File: src/rtl/reg_file_pkg.sv
// Shared types and helpers for the register file and its clear controller.
package reg_file_pkg;

  // Clear sequencer states.
  typedef enum logic {
    IDLE     = 1'b0,
    CLEARING = 1'b1
  } clr_state_e;

  // Address width for a given register count; never narrower than one bit.
  function automatic int addr_width(input int depth);
    return (depth > 2) ? $clog2(depth) : 1;
  endfunction

endpackage

File: src/rtl/reg_file_clear_ctrl.sv
// Clear sequencer: walks an index over every register, one per cycle,
// while Busy is asserted. A Clr seen while already clearing is ignored.
module reg_file_clear_ctrl
  import reg_file_pkg::*;
#(
  parameter int DEPTH = 32,
  parameter int AW    = addr_width(DEPTH)
) (
  input  logic          Clk,
  input  logic          Rst,
  input  logic          Clr,
  output logic          busy,
  output logic          clr_en,
  output logic [AW-1:0] clr_idx
);

  clr_state_e    state_q, state_d;
  logic [AW-1:0] idx_q, idx_d;
  logic          last_idx;

  assign last_idx = (32'(idx_q) == 32'(DEPTH - 1));

  // Next-state logic: start on Clr from IDLE, step the index while clearing.
  always_comb begin
    state_d = state_q;
    idx_d   = idx_q;
    case (state_q)
      IDLE: begin
        if (Clr) begin
          state_d = CLEARING;
          idx_d   = '0;
        end
      end
      CLEARING: begin
        if (last_idx) begin
          state_d = IDLE;
          idx_d   = '0;
        end else begin
          idx_d = idx_q + 1'b1;
        end
      end
    endcase
  end

  // State and index registers, cleared asynchronously so a reset aborts a clear.
  always_ff @(posedge Clk or posedge Rst) begin
    if (Rst) begin
      state_q <= IDLE;
      idx_q   <= '0;
    end else begin
      state_q <= state_d;
      idx_q   <= idx_d;
    end
  end

  assign busy    = (state_q == CLEARING);
  assign clr_en  = (state_q == CLEARING);
  assign clr_idx = idx_q;

endmodule

File: src/rtl/reg_file.sv
// Register file: one write port, two registered read ports sharing one read
// enable, write-first bypass, optional hard-wired zero register, and a
// sequenced full clear driven by reg_file_clear_ctrl.
module reg_file
  import reg_file_pkg::*;
#(
  parameter  int WIDTH    = 64,
  parameter  int DEPTH    = 32,
  parameter  int ZERO_REG = 1,
  localparam int AW       = addr_width(DEPTH)
) (
  input  logic             Clk,
  input  logic             Rst,
  input  logic             WE,
  input  logic [AW-1:0]    WAddr,
  input  logic [WIDTH-1:0] dataIn,
  input  logic             RE,
  input  logic [AW-1:0]    RAddrA,
  input  logic [AW-1:0]    RAddrB,
  output logic [WIDTH-1:0] dataOutA,
  output logic [WIDTH-1:0] dataOutB,
  output logic             RValid,
  input  logic             Clr,
  output logic             Busy
);

  logic             busy;
  logic             clr_en;
  logic [AW-1:0]    clr_idx;

  logic [WIDTH-1:0] mem_q [DEPTH];
  logic [WIDTH-1:0] mem_d [DEPTH];

  logic [WIDTH-1:0] dout_a_q, dout_a_d;
  logic [WIDTH-1:0] dout_b_q, dout_b_d;
  logic             rvalid_q, rvalid_d;

  logic             wr_ok;
  logic             rd_ok;
  logic             ra_zero;
  logic             rb_zero;

  function automatic logic addr_in_range(input logic [AW-1:0] a);
    return 32'(a) < 32'(DEPTH);
  endfunction

  function automatic logic is_zero_reg(input logic [AW-1:0] a);
    return (ZERO_REG != 0) && (a == '0);
  endfunction

  reg_file_clear_ctrl #(
    .DEPTH (DEPTH),
    .AW    (AW)
  ) u_clear_ctrl (
    .Clk     (Clk),
    .Rst     (Rst),
    .Clr     (Clr),
    .busy    (busy),
    .clr_en  (clr_en),
    .clr_idx (clr_idx)
  );

  // A pending or running clear blocks every access; bad or read-only
  // addresses drop the write, and reads of them return zero.
  assign wr_ok   = WE && !busy && !Clr && addr_in_range(WAddr) && !is_zero_reg(WAddr);
  assign rd_ok   = RE && !busy && !Clr;
  assign ra_zero = !addr_in_range(RAddrA) || is_zero_reg(RAddrA);
  assign rb_zero = !addr_in_range(RAddrB) || is_zero_reg(RAddrB);

  // Storage next state: the clear sequencer owns the array while it runs.
  always_comb begin
    mem_d = mem_q;
    if (clr_en) begin
      mem_d[clr_idx] = '0;
    end else if (wr_ok) begin
      mem_d[WAddr] = dataIn;
    end
  end

  // Read path: load both ports on an accepted read, forwarding a same-cycle write.
  always_comb begin
    dout_a_d = dout_a_q;
    dout_b_d = dout_b_q;
    rvalid_d = 1'b0;
    if (rd_ok) begin
      rvalid_d = 1'b1;
      if (ra_zero)                       dout_a_d = '0;
      else if (wr_ok && WAddr == RAddrA) dout_a_d = dataIn;
      else                               dout_a_d = mem_q[RAddrA];
      if (rb_zero)                       dout_b_d = '0;
      else if (wr_ok && WAddr == RAddrB) dout_b_d = dataIn;
      else                               dout_b_d = mem_q[RAddrB];
    end
  end

  // Storage and read-port registers, all cleared by the asynchronous reset.
  always_ff @(posedge Clk or posedge Rst) begin
    if (Rst) begin
      for (int i = 0; i < DEPTH; i++) begin
        mem_q[i] <= '0;
      end
      dout_a_q <= '0;
      dout_b_q <= '0;
      rvalid_q <= 1'b0;
    end else begin
      mem_q    <= mem_d;
      dout_a_q <= dout_a_d;
      dout_b_q <= dout_b_d;
      rvalid_q <= rvalid_d;
    end
  end

  assign dataOutA = dout_a_q;
  assign dataOutB = dout_b_q;
  assign RValid   = rvalid_q;
  assign Busy     = busy;

endmodule
File: config.mk
export PLATFORM = sky130hd
export DESIGN_NAME = reg_file
export DESIGN_NICKNAME = d
export VERILOG_FILES = /design/src/rtl/reg_file_pkg.sv /design/src/rtl/reg_file_clear_ctrl.sv /design/src/rtl/reg_file.sv
export SDC_FILE = /design/constraint.sdc
export NUM_CORES = 2
export LEC_CHECK = 0
export CORE_AREA = 2 2 604 606
export DETAILED_ROUTE_END_ITERATION = 16
export DIE_AREA = 0 0 606 608
export GPL_TIMING_DRIVEN = 0
export SYNTH_ARGS = -nofsm -noshare
export SYNTH_HDL_FRONTEND = slang
export SYNTH_HIERARCHICAL = 1
export SYNTH_SLANG_ARGS = --single-unit
export TNS_END_PERCENT = 20
File: constraint.sdc
create_clock -name Clk -period 72.7 [get_ports Clk]
set_input_delay 14.54 -clock Clk [delete_from_list [all_inputs] [get_ports Clk]]
set_output_delay 14.54 -clock Clk [all_outputs]
set_load 0.01 [all_outputs]
==> reports/metrics.yaml <==
synth_nets: 7486
die_h_um: 608
antenna_found_initial: 94
synth_edf_count: 0
drcViolationCount: 0
netlist.area_leader.share_pct: 50.57
insertion_delay_ns: 0.94
cts_tree: "done"
whs_ns: 0.5103
grt_util_all_layers_pct: 25.74
syn-mean-instance-area_um2: 14.60
setup_tns_ns: 0
cts-buffers-inserted: 230
drv_slew: 91
finalCritPeriodShare_pct: 25.57
path_buf_inv: 5
drive_above_1_share_pct: 26.02
cp.required_ns: 73.53
routed_wl_um: 484600
ant_nets: 0
cts_resized: 0
setup_violations: 0
post-cts-setup-buffer-count: 0
gp_congestion: 0.9585
htree_levels: 4
outcome: "finished, violations left"
ioPinCount: 214
pre_cts_ws_ns: 53.09
clkPwrFrac_pct: 40.4
seqPwrFrac_pct: 41.6
p_sw_share_pct: 29.96
overflow: 0
fp.dieW_um: 606
arrival_ns: 19.42
synth_area_leaders: "dfrtp_1 51%, mux4_2 21%, a22o_1 17%, o22ai_1 2.8%, buf_2 2.1%"
first_iter_violations: 11951
yosysTopAreaCell: "dfrtp_1"
slowest_stage: "nand2_1"
slew_headroom_pct: -18.84
ys_warn_count: 6
path_cells: "clkdlybuf4s50_1, buf_4, buf_2, buf_4, nand2_1, clkbuf_1, o22ai_1, nor4_1, a21o_1"
async_flop_share_pct: 100.0
ys_ff_latch: 2183
final_cell_mix: "2,183 x dfrtp_1, 2,046 x a22o_1, 993 x mux4_2"
row_count: 221
finalHoldViolCount: 0
io_buffers: 143
min_path_type: "flip-flop to flip-flop"
syn_to_final_growth_pct: 16.74
core_area_um2: 361700
dp_cells: 12434
path_delay_family: "simple AND/OR/NAND/NOR gates"
clkTransAtPathRegs_ns: 0.06
top_layer: "met5"
max_freq_ghz: 0.05379
synth_area_um2: 108000
synth-seq-area-share_pct: 50.57
period_minus_slack_ns: 18.59
violations: "capacitance limit, slew limit"
p_switching_uw: 942.5
vias_per_cell: 6.591
num_vias: 85648
stdcell_area_um2: 126100
p_leak_nw: 55.25
clockRootBuffer: "clkbuf_16"
end_kind: "flip-flop"
rsz0062_at_grt: "false"
clkSinkCount: 2183
dp_hpwl_um: 351600
crit_path_max_incr_delay_ns: 1.26
nFillCells: 34559
worst_slack_ns: 54.11
dr_wl_met2_um: 213400
start_util_pct: 29.87
wl_met1_um: 173300
wire_per_inst_um: 37.29
tightest_slew_ns: 1.783
ys_types: 67
die-area_um2: 368400
place_area_um2: 117800
grt_pass1_vias: 85419
p_comb_share_pct: 18.0
cpMostUsedCell: "buf_4"
p_per_area_nw_per_um2: 24.94
drtPass1Iterations: 8
grt_max_degree: 46
wl_met3_um: 62620
grt_pass1_wl_um: 677400
postSynthCellCount: 7399
synth_ff_type: "dfrtp_1"
final_cells: 12995
p_int_mw: 2.203
ctsHoldBuffers: 0
critPathKind: "input port to flip-flop"
skew_ns: 0.06677
nets: 7960
final_common_cell: "dfrtp_1"
vdd_drop_max_v: 0.00001917
max-clock-path-buffers: 4
cap_violations: 9
start_kind: "input port"
cp_max_fo: 10
[layer usage]
metal / vias to the layer above / global-route usage [%]
met1: 45358 / 31.18
met5: - / 0.5487
met4: 50 / 16.63
met3: 1542 / 10.53
li1: 31612 / -
met2: 7086 / 37.68
[area by class of cell]
cell class | count | area [µm²] | area share, %
sequential | 2183 | 54630 | 43.31
multi-input combinational | 4152 | 48380 | 38.36
clock buffer | 335 | 6733 | 5.338
tap | 4794 | 5998 | 4.756
buffer | 1060 | 5299 | 4.201
timing repair buffer | 242 | 3548 | 2.813
clock inverter | 76 | 1150 | 0.9117
antenna | 149 | 372.9 | 0.2956
inverter | 4 | 18.77 | 0.01488
[state kept, by name, indices dropped and copies added, names as in the netlist]
name	flops
dataOutA	64
mem_q	2048
u_clear_ctrl/clr_idx	5
RValid	1
u_clear_ctrl/busy	1
dataOutB	64
[cell families after synthesis]
| logic type | after synthesis | share of synthesized area, % |
|---|---|---|
| AOI/OAI and AO/OA | 2781 | 20.97 |
| DFF | 2183 | 50.57 |
| buffers and inverters | 1064 | 4.902 |
| muxes | 1045 | 21.64 |
| and+or+nand+nor | 311 | 1.792 |
| xor gates and xnor gates | 12 | 0.09728 |
| adders and majority gates | 3 | 0.03475 |
[final timing paths]
check                           slack [ns]                   startpoint                                  end  cells past startpoint
max in group asynchronous            54.24                          Rst              mem_q[1066]$_DFFE_PP0P_                     16
worst min register to register        0.51      mem_q[1988]$_DFFE_PP0P_              mem_q[1988]$_DFFE_PP0P_                      1
worst max register to register       68.67  u_clear_ctrl/busy$_DFF_PP0_                 mem_q[5]$_DFFE_PP0P_                      6
min in group asynchronous            14.31                          Rst  u_clear_ctrl/clr_idx[4]$_DFFE_PP0P_                      2
worst min-delay path                  0.51      mem_q[1988]$_DFFE_PP0P_              mem_q[1988]$_DFFE_PP0P_                      1
worst max-delay path                 54.11                    RAddrB[1]             dataOutB[22]$_DFFE_PP0P_                      9
[cells in the mapped netlist (9+ instances only)]
| master | n |
|---|---|
| clkbuf_1 | 380 |
| a22oi_1 | 67 |
| a21oi_2 | 11 |
| a22o_1 | 2046 |
| nor4_1 | 60 |
| buf_4 | 57 |
| a21oi_1 | 21 |
| nand3b_1 | 9 |
| nor2_1 | 41 |
| dfrtp_1 | 2183 |
| a21o_1 | 60 |
| buf_2 | 450 |
| buf_1 | 107 |
| buf_6 | 60 |
| nand2_1 | 24 |
| or4_1 | 60 |
| mux4_2 | 993 |
| and2_1 | 65 |
| mux4_1 | 30 |
| o22ai_1 | 492 |
| o21ai_1 | 65 |
| mux2i_1 | 21 |
[per-stage QoR]
| step | utilization (%) | power, mW |
|---|---|---|
| after floorplan | - | 1.589 |
| after CTS | 34.76 | 3.135 |
| after detailed placement | 32.58 | 1.882 |
| after global routing | 34.82 | 3.217 |
| final | 34.87 | 3.146 |
| after global placement | 31.92 | 1.860 |
[power by group through the flow]
stage / Sequential (mW) / Clock (mW) / Combinational (mW)
after floorplan: 1.34 / 0 / 0.249
after global placement: 1.34 / 0 / 0.521
after detailed placement: 1.33 / 0 / 0.551
after CTS: 1.31 / 1.27 / 0.553
after global routing: 1.32 / 1.32 / 0.582
final: 1.31 / 1.27 / 0.566
No activity file was read; power rests on OpenSTA's default activity.
